<file path="src/rtl/uart_rx_os.sv">
// uart_rx_os
//   Oversampling UART receiver for 8N1 / 8E1 / 8O1 frames (DATA_W data bits,
//   LSB first). The asynchronous i_rx pin is synchronised and then sampled on
//   each i_tick, where i_tick is an OS x baud clock enable. Each bit is decided
//   by a 3-sample majority vote around its centre. Every completed frame gives
//   one o_rx_valid pulse, along with the frame-error, parity-error and break
//   flags for that frame.
//
// Ports
//   i_clk         system clock
//   i_rstn        asynchronous active-low reset
//   i_tick        OS x baud enable, one i_clk cycle wide
//   i_en          receiver enable; when low, returns to IDLE
//   i_parity_en   a parity bit follows the data bits
//   i_parity_odd  1 = odd parity, 0 = even parity
//   i_rx          serial input, asynchronous, idle high
//   o_rx_data     last received data word, held until the next frame completes
//   o_rx_valid    one-cycle pulse when a frame completes
//   o_frame_err   stop bit sampled low (only meaningful with o_rx_valid)
//   o_parity_err  parity mismatch (only meaningful with o_rx_valid)
//   o_break       one-cycle pulse: all-zero data and a zero stop bit
//   o_busy        receiver is not idle
module uart_rx_os #(
    parameter int OS          = 16,
    parameter int DATA_W      = 8,
    parameter int SYNC_STAGES = 2
) (
    input  logic              i_clk,
    input  logic              i_rstn,
    input  logic              i_tick,
    input  logic              i_en,
    input  logic              i_parity_en,
    input  logic              i_parity_odd,
    input  logic              i_rx,
    output logic [DATA_W-1:0] o_rx_data,
    output logic              o_rx_valid,
    output logic              o_frame_err,
    output logic              o_parity_err,
    output logic              o_break,
    output logic              o_busy
);

    localparam int CW = $clog2(OS);
    localparam int BW = $clog2(DATA_W + 1);

    localparam logic [CW-1:0] START_LAST = CW'(OS / 2 - 1);
    localparam logic [CW-1:0] BIT_LAST   = CW'(OS - 1);
    localparam logic [BW-1:0] LAST_BIT   = BW'(DATA_W - 1);

    typedef enum logic [2:0] {
        IDLE,
        START,
        DATA,
        PARITY,
        STOP,
        BRK_WAIT
    } state_t;

    state_t state, state_n;

    logic [SYNC_STAGES-1:0] sync_q;
    logic                   rx_s;
    logic                   rx_q;
    logic [1:0]             vote_q;
    logic                   maj;

    logic [CW-1:0]     s_cnt, s_cnt_n;
    logic [BW-1:0]     bit_cnt, bit_cnt_n;
    logic [DATA_W-1:0] shreg, shreg_n;
    logic              perr_q, perr_n;

    logic [DATA_W-1:0] data_n;
    logic              valid_n, ferr_n, pe_n, brk_n;

    // Input synchroniser and one-cycle delayed copy used for edge detection.
    always_ff @(posedge i_clk or negedge i_rstn) begin
        if (!i_rstn) begin
            sync_q <= '1;
            rx_q   <= 1'b1;
        end else begin
            sync_q <= {sync_q[SYNC_STAGES-2:0], i_rx};
            rx_q   <= rx_s;
        end
    end

    assign rx_s = sync_q[SYNC_STAGES-1];

    // The two most recent tick samples. Because they are taken on every tick,
    // at a decision tick they are exactly the samples from s_cnt-2 and s_cnt-1.
    // Together with the live rx_s they make up the three-sample vote window.
    always_ff @(posedge i_clk or negedge i_rstn) begin
        if (!i_rstn) begin
            vote_q <= '1;
        end else if (i_tick) begin
            vote_q <= {vote_q[0], rx_s};
        end
    end

    assign maj = (vote_q[1] & vote_q[0]) | (vote_q[1] & rx_s) | (vote_q[0] & rx_s);

    // State register.
    always_ff @(posedge i_clk or negedge i_rstn) begin
        if (!i_rstn) begin
            state <= IDLE;
        end else begin
            state <= state_n;
        end
    end

    // Counters, shift register and the registered frame outputs.
    always_ff @(posedge i_clk or negedge i_rstn) begin
        if (!i_rstn) begin
            s_cnt        <= '0;
            bit_cnt      <= '0;
            shreg        <= '0;
            perr_q       <= 1'b0;
            o_rx_data    <= '0;
            o_rx_valid   <= 1'b0;
            o_frame_err  <= 1'b0;
            o_parity_err <= 1'b0;
            o_break      <= 1'b0;
        end else begin
            s_cnt        <= s_cnt_n;
            bit_cnt      <= bit_cnt_n;
            shreg        <= shreg_n;
            perr_q       <= perr_n;
            o_rx_data    <= data_n;
            o_rx_valid   <= valid_n;
            o_frame_err  <= ferr_n;
            o_parity_err <= pe_n;
            o_break      <= brk_n;
        end
    end

    // Next-state logic and next values for the frame outputs.
    always_comb begin
        state_n   = state;
        s_cnt_n   = s_cnt;
        bit_cnt_n = bit_cnt;
        shreg_n   = shreg;
        perr_n    = perr_q;
        data_n    = o_rx_data;
        valid_n   = 1'b0;
        ferr_n    = 1'b0;
        pe_n      = 1'b0;
        brk_n     = 1'b0;

        if (!i_en) begin
            state_n   = IDLE;
            s_cnt_n   = '0;
            bit_cnt_n = '0;
        end else begin
            case (state)
                IDLE: begin
                    if (rx_q && !rx_s) begin
                        state_n = START;
                        s_cnt_n = '0;
                    end
                end

                START: begin
                    if (i_tick) begin
                        if (s_cnt == START_LAST) begin
                            s_cnt_n = '0;
                            if (maj) begin
                                state_n = IDLE;
                            end else begin
                                state_n   = DATA;
                                bit_cnt_n = '0;
                            end
                        end else begin
                            s_cnt_n = s_cnt + CW'(1);
                        end
                    end
                end

                DATA, PARITY, STOP: begin
                    if (i_tick) begin
                        if (s_cnt == BIT_LAST) begin
                            s_cnt_n = '0;
                            case (state)
                                DATA: begin
                                    shreg_n   = {maj, shreg[DATA_W-1:1]};
                                    bit_cnt_n = bit_cnt + BW'(1);
                                    if (bit_cnt == LAST_BIT) begin
                                        state_n = i_parity_en ? PARITY : STOP;
                                    end
                                end
                                PARITY: begin
                                    perr_n  = ((^shreg) ^ maj) != i_parity_odd;
                                    state_n = STOP;
                                end
                                default: begin
                                    valid_n = 1'b1;
                                    data_n  = shreg;
                                    ferr_n  = ~maj;
                                    pe_n    = perr_q & i_parity_en;
                                    brk_n   = ~maj & (shreg == '0);
                                    state_n = maj ? IDLE : BRK_WAIT;
                                end
                            endcase
                        end else begin
                            s_cnt_n = s_cnt + CW'(1);
                        end
                    end
                end

                BRK_WAIT: begin
                    if (rx_s) begin
                        state_n = IDLE;
                    end
                end

                default: begin
                    state_n = IDLE;
                end
            endcase
        end
    end

    assign o_busy = (state != IDLE);

endmodule
</file>
<file path="config.mk">
export PLATFORM = sky130hd
export DESIGN_NAME = uart_rx_os
export DESIGN_NICKNAME = d
export VERILOG_FILES = /design/src/rtl/uart_rx_os.sv
export SDC_FILE = /design/constraint.sdc
export NUM_CORES = 1
export LEC_CHECK = 0
export ABC_CLOCK_PERIOD_IN_PS = 3700
export CAP_MARGIN = 20
export CORE_MARGIN = 2
export CORE_UTILIZATION = 45
export CTS_CLUSTER_DIAMETER = 30
export DETAILED_ROUTE_END_ITERATION = 8
export PLACE_DENSITY = 0.66
export SYNTH_ARGS = -nofsm -noshare
export SYNTH_HDL_FRONTEND = slang
export SYNTH_SLANG_ARGS = --single-unit
</file>
<file path="constraint.sdc">
create_clock -name i_clk -period 3.7 [get_ports i_clk]
set_clock_uncertainty 0.15 [all_clocks]
set_input_delay 0.37 -clock i_clk [delete_from_list [all_inputs] [get_ports i_clk]]
set_output_delay 0.37 -clock i_clk [all_outputs]
set_load 0.1 [all_outputs]
</file>
==> impl_metrics.toml <==
[placed_design]
finalWeightedCongestion = 0.846
numPortBuffers = 19
dp_slack_ps = 1190
dp_hpwl_microns = 2400

[final_layout]
fin_nets = 203
multi_input_area_sq_um = 791
post-route-util = 0.533
drive_gt1_frac = 0.136
regArea_sq_um = 932
area_delta_synth_final_pct = 16.3
nFillCells = 344
antennaDiodeCount = 0

[status]
status = "finished clean"

[worst_setup_path]
critPathSlowestCell = "clkdlybuf4s50_1"
arrival_ps = 2310
cp_top_family = "buffers and inverters"
path_cells = "or3_1 > clkdlybuf4s50_1"
start_kind = "register"
criticalPathCategory = "register to output port"
critical_path_buf_inv_count = 1
crit_path_max_fanout = 15
cp-end-kind = "output port"
slowest_delay_ps = 1000
required_ps = 3180

[logic_synthesis]
syn_area_per_cell_sq_um = 10.5
yosysTopAreaCellShare = 0.443
synth_top_flop_cell = "dfrtp_1"
synth.most_common_cell = "dfrtp_1"
synth_area_leaders = "dfrtp_1, dfstp_2, mux2_2, ha_1, nand2_1"
yosysTopAreaCell = "dfrtp_1"
syn_nets = 185
ys_seq_area_frac = 0.516
ys_ff_latch = 37
synth-edff-count = 0
synth_common_cells = "dfrtp_1, nand2_1, o21ai_0, inv_1, mux2_2"
ys_async_sr_fraction = 1.00
ys.warnings.count = 0
netlist-cell-type-count = 38
synth_cells = 172
synth_area_sq_um = 1810

[route]
post-route-drc-count = 0
vias = 1334
firstDrtPassIters = 4
vias_per_cell = 5.54
ant_nets = 0
drtIter0Drc = 141
post_drt_wl_per_cell_microns = 14.1
wl_microns = 3390

[floorplan]
fp.dieH_microns = 67.4
coreArea_sq_um = 3940
io-pin-count = 20
num_rows = 23
start_util = 0.458
dieWidth_microns = 67.4
dieArea_sq_um = 4540

[grt]
grt_pass1_wl_microns = 5550
antenna_found_initial = 0
overflow = 0
grt_pass1_vias = 1286
grt_usage = 0.165
grt_max_degree = 38

[clocking]
h-tree-depth = 2
clk_pin_slew_worst_paths_ps = 70
cts.root.buffer_cell = "clkbuf_8"
cts_sinks = 37
clk-insertion-delay-late_ps = 290
clock_path_buffers = 2
cts_tree = "built"
ctsHoldBuffers = 0
cts_buffers = 5
post_cts_buffers = 0
cts-resized-gates = 0

[timing]
min_period_ps = 2830
setup-violations-final = 0
slew_violations = 0
fmax_mhz = 353
setup_ws_ps = 869
tns_ps = 0
final_hold_viol_count = 0
tightest_slew_ps = 973
relSlewSlack = 0.349
finalCritPeriodShare = 0.765
grt_setup_unrepaired = "no"

[hold_path]
holdCritPathClass = "input pin to asynchronous set/reset pin"

[power]
max-vdd-ir-drop_mv = 0.212
power.density_nw_per_um2 = 414
cellLeakagePower_nw = 0.957

[flow_run]
maxCapViolations = 0
[kinds of logic (layout without fill, tap and decap cells)]
family | after synthesis | in the layout | synth area share
AOI/OAI and AO/OA | 37 | 37 | 0.133
xor gates and xnor gates | 5 | 5 | 0.0242
adders and majority gates | 7 | 7 | 0.0471
buffers and inverters | 21 | 40 | 0.0464
DFF | 37 | 37 | 0.516
muxes | 14 | 14 | 0.0845
and+or+nand+nor | 51 | 51 | 0.149
[report_power, final]
part	leakage [nW]	internal [mW]	switching [mW]
Combinational	0.454	0.0616	0.0930
Sequential	0.458	0.424	0.0209
Clock	0.0450	0.131	0.141
[layer usage]
metal / track usage / routed length (microns)
met1: 0.192 / 1440
met5: 0 / 0
met4: 0.0918 / 91
met2: 0.275 / 1720
met3: 0.0467 / 132
[registers in the layout, indices dropped and copies added, names as in the netlist, 2 cells and up]
signal / cells
vote_q: 2
sync_q: 2
o_rx_data: 8
s_cnt: 4
shreg: 8
state: 3
bit_cnt: 4
[final timing paths]
| path | from | to | slack [ps] | depth (start not counted) |
|---|---|---|---|---|
| worst min register to register | sync_q[0] | sync_q[1] | 210 | 0 |
| worst max register to register | state[2] | bit_cnt[3] | 1280 | 5 |
| worst min-delay path | i_rstn | s_cnt[2] | 10 | 1 |
| min in group i_clk | sync_q[0] | sync_q[1] | 210 | 0 |
| max in group asynchronous | i_rstn | state[0] | 2860 | 1 |
| worst max-delay path | state[0] | o_busy | 870 | 2 |
[cells in the final DEF, fill, tap and decap left out, drive strengths merged, types with 4 or more instances in the layout]
cell | Yosys | final
a21oi | 4 | 4
and3 | 4 | 4
clkbuf | 4 | 6
clkdlybuf4s50 | 0 | 18
dfrtp | 32 | 32
dfstp | 5 | 5
ha | 6 | 6
inv | 13 | 13
mux2 | 10 | 10
mux2i | 4 | 4
nand2 | 20 | 20
nand3 | 4 | 4
nor2 | 5 | 5
nor2b | 4 | 4
o21ai | 16 | 16
xnor2 | 5 | 5
[area by class of cell]
| type | count | area share |
|---|---|---|
| clock buffers | 6 | 0.0345 |
| clock inverters | 2 | 0.00476 |
| inverters | 13 | 0.0232 |
| multi-input cells | 114 | 0.376 |
| flip-flops and latches | 37 | 0.443 |
| well taps | 50 | 0.0298 |
| repair buffers | 19 | 0.0881 |
[metrics by stage]
stage	area (sq um)	power, mW	hold slack [ps]	cells
after floorplan	1810	0.566	-75.6	172
after CTS	2100	0.876	48.2	241
after global placement	2020	0.603	196	233
final	2100	0.870	11.8	241
after detailed placement	2020	0.607	206	233
after global routing	2100	0.907	86.7	241
No activity file was read; power rests on OpenSTA's default activity.
==> patch: new RTL, config.mk and constraints unchanged <==
Encoding of `state_t`: now one-hot (6 bits for 6 states).
--- a/src/rtl/uart_rx_os.sv
+++ b/src/rtl/uart_rx_os.sv
@@ -48,11 +48,11 @@
     localparam logic [BW-1:0] LAST_BIT   = BW'(DATA_W - 1);
 
-    typedef enum logic [2:0] {
-        IDLE,
-        START,
-        DATA,
-        PARITY,
-        STOP,
-        BRK_WAIT
+    typedef enum logic [5:0] {
+        IDLE     = 6'b000001,
+        START    = 6'b000010,
+        DATA     = 6'b000100,
+        PARITY   = 6'b001000,
+        STOP     = 6'b010000,
+        BRK_WAIT = 6'b100000
     } state_t;
 
Check against the original RTL: same outputs for any inputs over 10 cycles, from zero or initial values and one cycle with i_rstn low; not proved beyond that.
==> patch against the unedited design <==
- core utilization up 0.53 points
- synthesized area grew 13%
- sequential cell count grew 3
- critical path type unchanged
- final area grew 12%
- routed wire length up 18%
- worst hold slack improved by 0.029 ns
- count of clock-buffer cells in the layout stayed put
- synthesized cell count is 20% higher
- setup slack got worse by 0.22 ns
- first-iteration DRC count fell by 25%
- sequential share of layout area decreased by 1.3 points
Power is not compared: it rests on default switching activity, and its combinational part moved more than twofold at a synthesized area within 25%.
==> patch: results (changes against the unedited design) <==
nNetsFinal: 238  # was 203
ys_top_cells_by_area: "dfrtp_1, dfstp_2, o21ai_0, nand2_1, ha_1"  # was dfrtp_1, dfstp_2, mux2_2, ha_1, nand2_1
grt_pass1_wl_mm: 6.93  # was 5.55 mm
antenna_found_initial: 0  # unchanged
grt_start_max_net_pins: 41  # was 38
largestRegisters: "o_rx_data: 8 flops, shreg: 8 flops, state: 6 flops"  # was o_rx_data: 8 flops, shreg: 8 flops
critical_path_arrival_ns: 2.53  # was 2.31 ns
synth_seq_area_share: 0.493  # was 0.516
syn_area_per_cell_um2: 9.94  # was 10.5 um2
dr_wl_met3_um: 154  # was 132 um
fillCellCount: 402  # was 344
synthMuxAreaShare: 0.0269  # was 0.0845
synth-xor-area-share: 0.0300  # was 0.0242
yosysUniqueCellTypes: 52  # was 38
wl_per_cell_um: 14.4  # was 14.1 um
p_leak_nw: 0.953
synth-compound-area-share: 0.163  # was 0.133
synth_nets: 219  # was 185
synth_common_cells: "dfrtp_1, nand2_1, o21ai_0"  # unchanged
via_per_inst: 5.49  # was 5.54
track_usage: 0.175  # was 0.165
wl_met1_mm: 2.07  # was 1.44 mm
dr.pass1.iters: 4  # unchanged
met2WireLength_mm: 1.71  # was 1.72 mm
critPathMaxFanout: 12  # was 15
maxCapViolations: 0  # unchanged
maxSlewHeadroom: 0.345  # was 0.349
synthAdderAreaFrac: 0.0416  # was 0.0471
grt_pass1_vias: 1451  # was 1286
hpwl_mm: 2.84  # was 2.40 mm
numPlacedInstances: 270  # was 233
path_clk_slew_ns: 0.07  # about the same
drt_iter0_drc: 106  # was 141
wl_mm: 4.00  # was 3.39 mm
status: "complete, no violations"  # unchanged
finalWeightedCongestion: 0.843  # was 0.846
[patch: changes by cell type in the layout (fill, tap and decap cells not counted), moves of 4 or more]
cell,unedited run,this run
nor2_1,5,9
nand2_1,20,27
nor3_1,0,4
nand3_1,4,9
mux2_2,10,4
o21ai_0,14,21
[patch: kinds of logic after synthesis]
logic type      after synthesis
fa+ha+maj                     7
xor+xnor                      7
simple gates                 76
mux                           5
buf+inv                      22
compound gates               49
flops                        40
[patch: cell type report]
cell class,instances,area (um2),share of cell area
multi-input combinational,144,948,0.404
clock buffer,6,72.6,0.0309
sequential,40,1010,0.430
clock inverter,1,5.00,0.00213
timing repair buffer,20,193,0.0822
tap,52,65.1,0.0277
inverter,14,52.6,0.0224
[patch: routing by layer]
metal / GRT usage / up-vias
met3: 0.0506 / 6
li1: - / 771
met1: 0.247 / 709
met5: 0 / -
met4: 0.0755 / 0
met2: 0.250 / 36
[patch: final timing paths]
kind	endpoint	slack [ns]	cells after the start	startpoint
min reg2reg	sync_q[1]$_DFF_PN1_	0.21	0	sync_q[0]$_DFF_PN1_
max in group asynchronous	o_rx_data[3]$_DFFE_PN0P_	2.82	1	i_rstn
min in group i_clk	sync_q[1]$_DFF_PN1_	0.21	0	sync_q[0]$_DFF_PN1_
max	o_busy	0.65	3	state[3]$_DFFE_PN0P_
min	state[1]$_DFFE_PN0P_	0.04	1	i_rstn
max reg2reg	state[2]$_DFFE_PN0P_	1.32	5	state[1]$_DFFE_PN0P_
[patch: critical path: stages (launching register included)]
cell,delay (ns)
dfrtp_1,0.53
nor4_4,0.43
nand3b_1,0.24
clkdlybuf4s50_1,1.03
[patch: power groups by stage]
stage	clock network, mW	logic (mW)	registers (mW)
floorplan	0	0.0487	0.461
global placement	0	0.0772	0.463
detailed placement	0	0.0777	0.463
CTS	0.283	0.0778	0.455
global route	0.302	0.0847	0.456
finish	0.274	0.0772	0.455
[patch: metrics by stage]
| step | utilization | worst slack (ns) | hold slack, ns |
|---|---|---|---|
| after global placement | 0.521 | 1.04 | 0.196 |
| after detailed placement | 0.521 | 1.02 | 0.197 |
| after CTS | 0.539 | 0.681 | 0.0664 |
| final | 0.539 | 0.654 | 0.0409 |
| after global routing | 0.539 | 0.577 | 0.112 |
| after floorplan | - | 0.834 | -0.0756 |
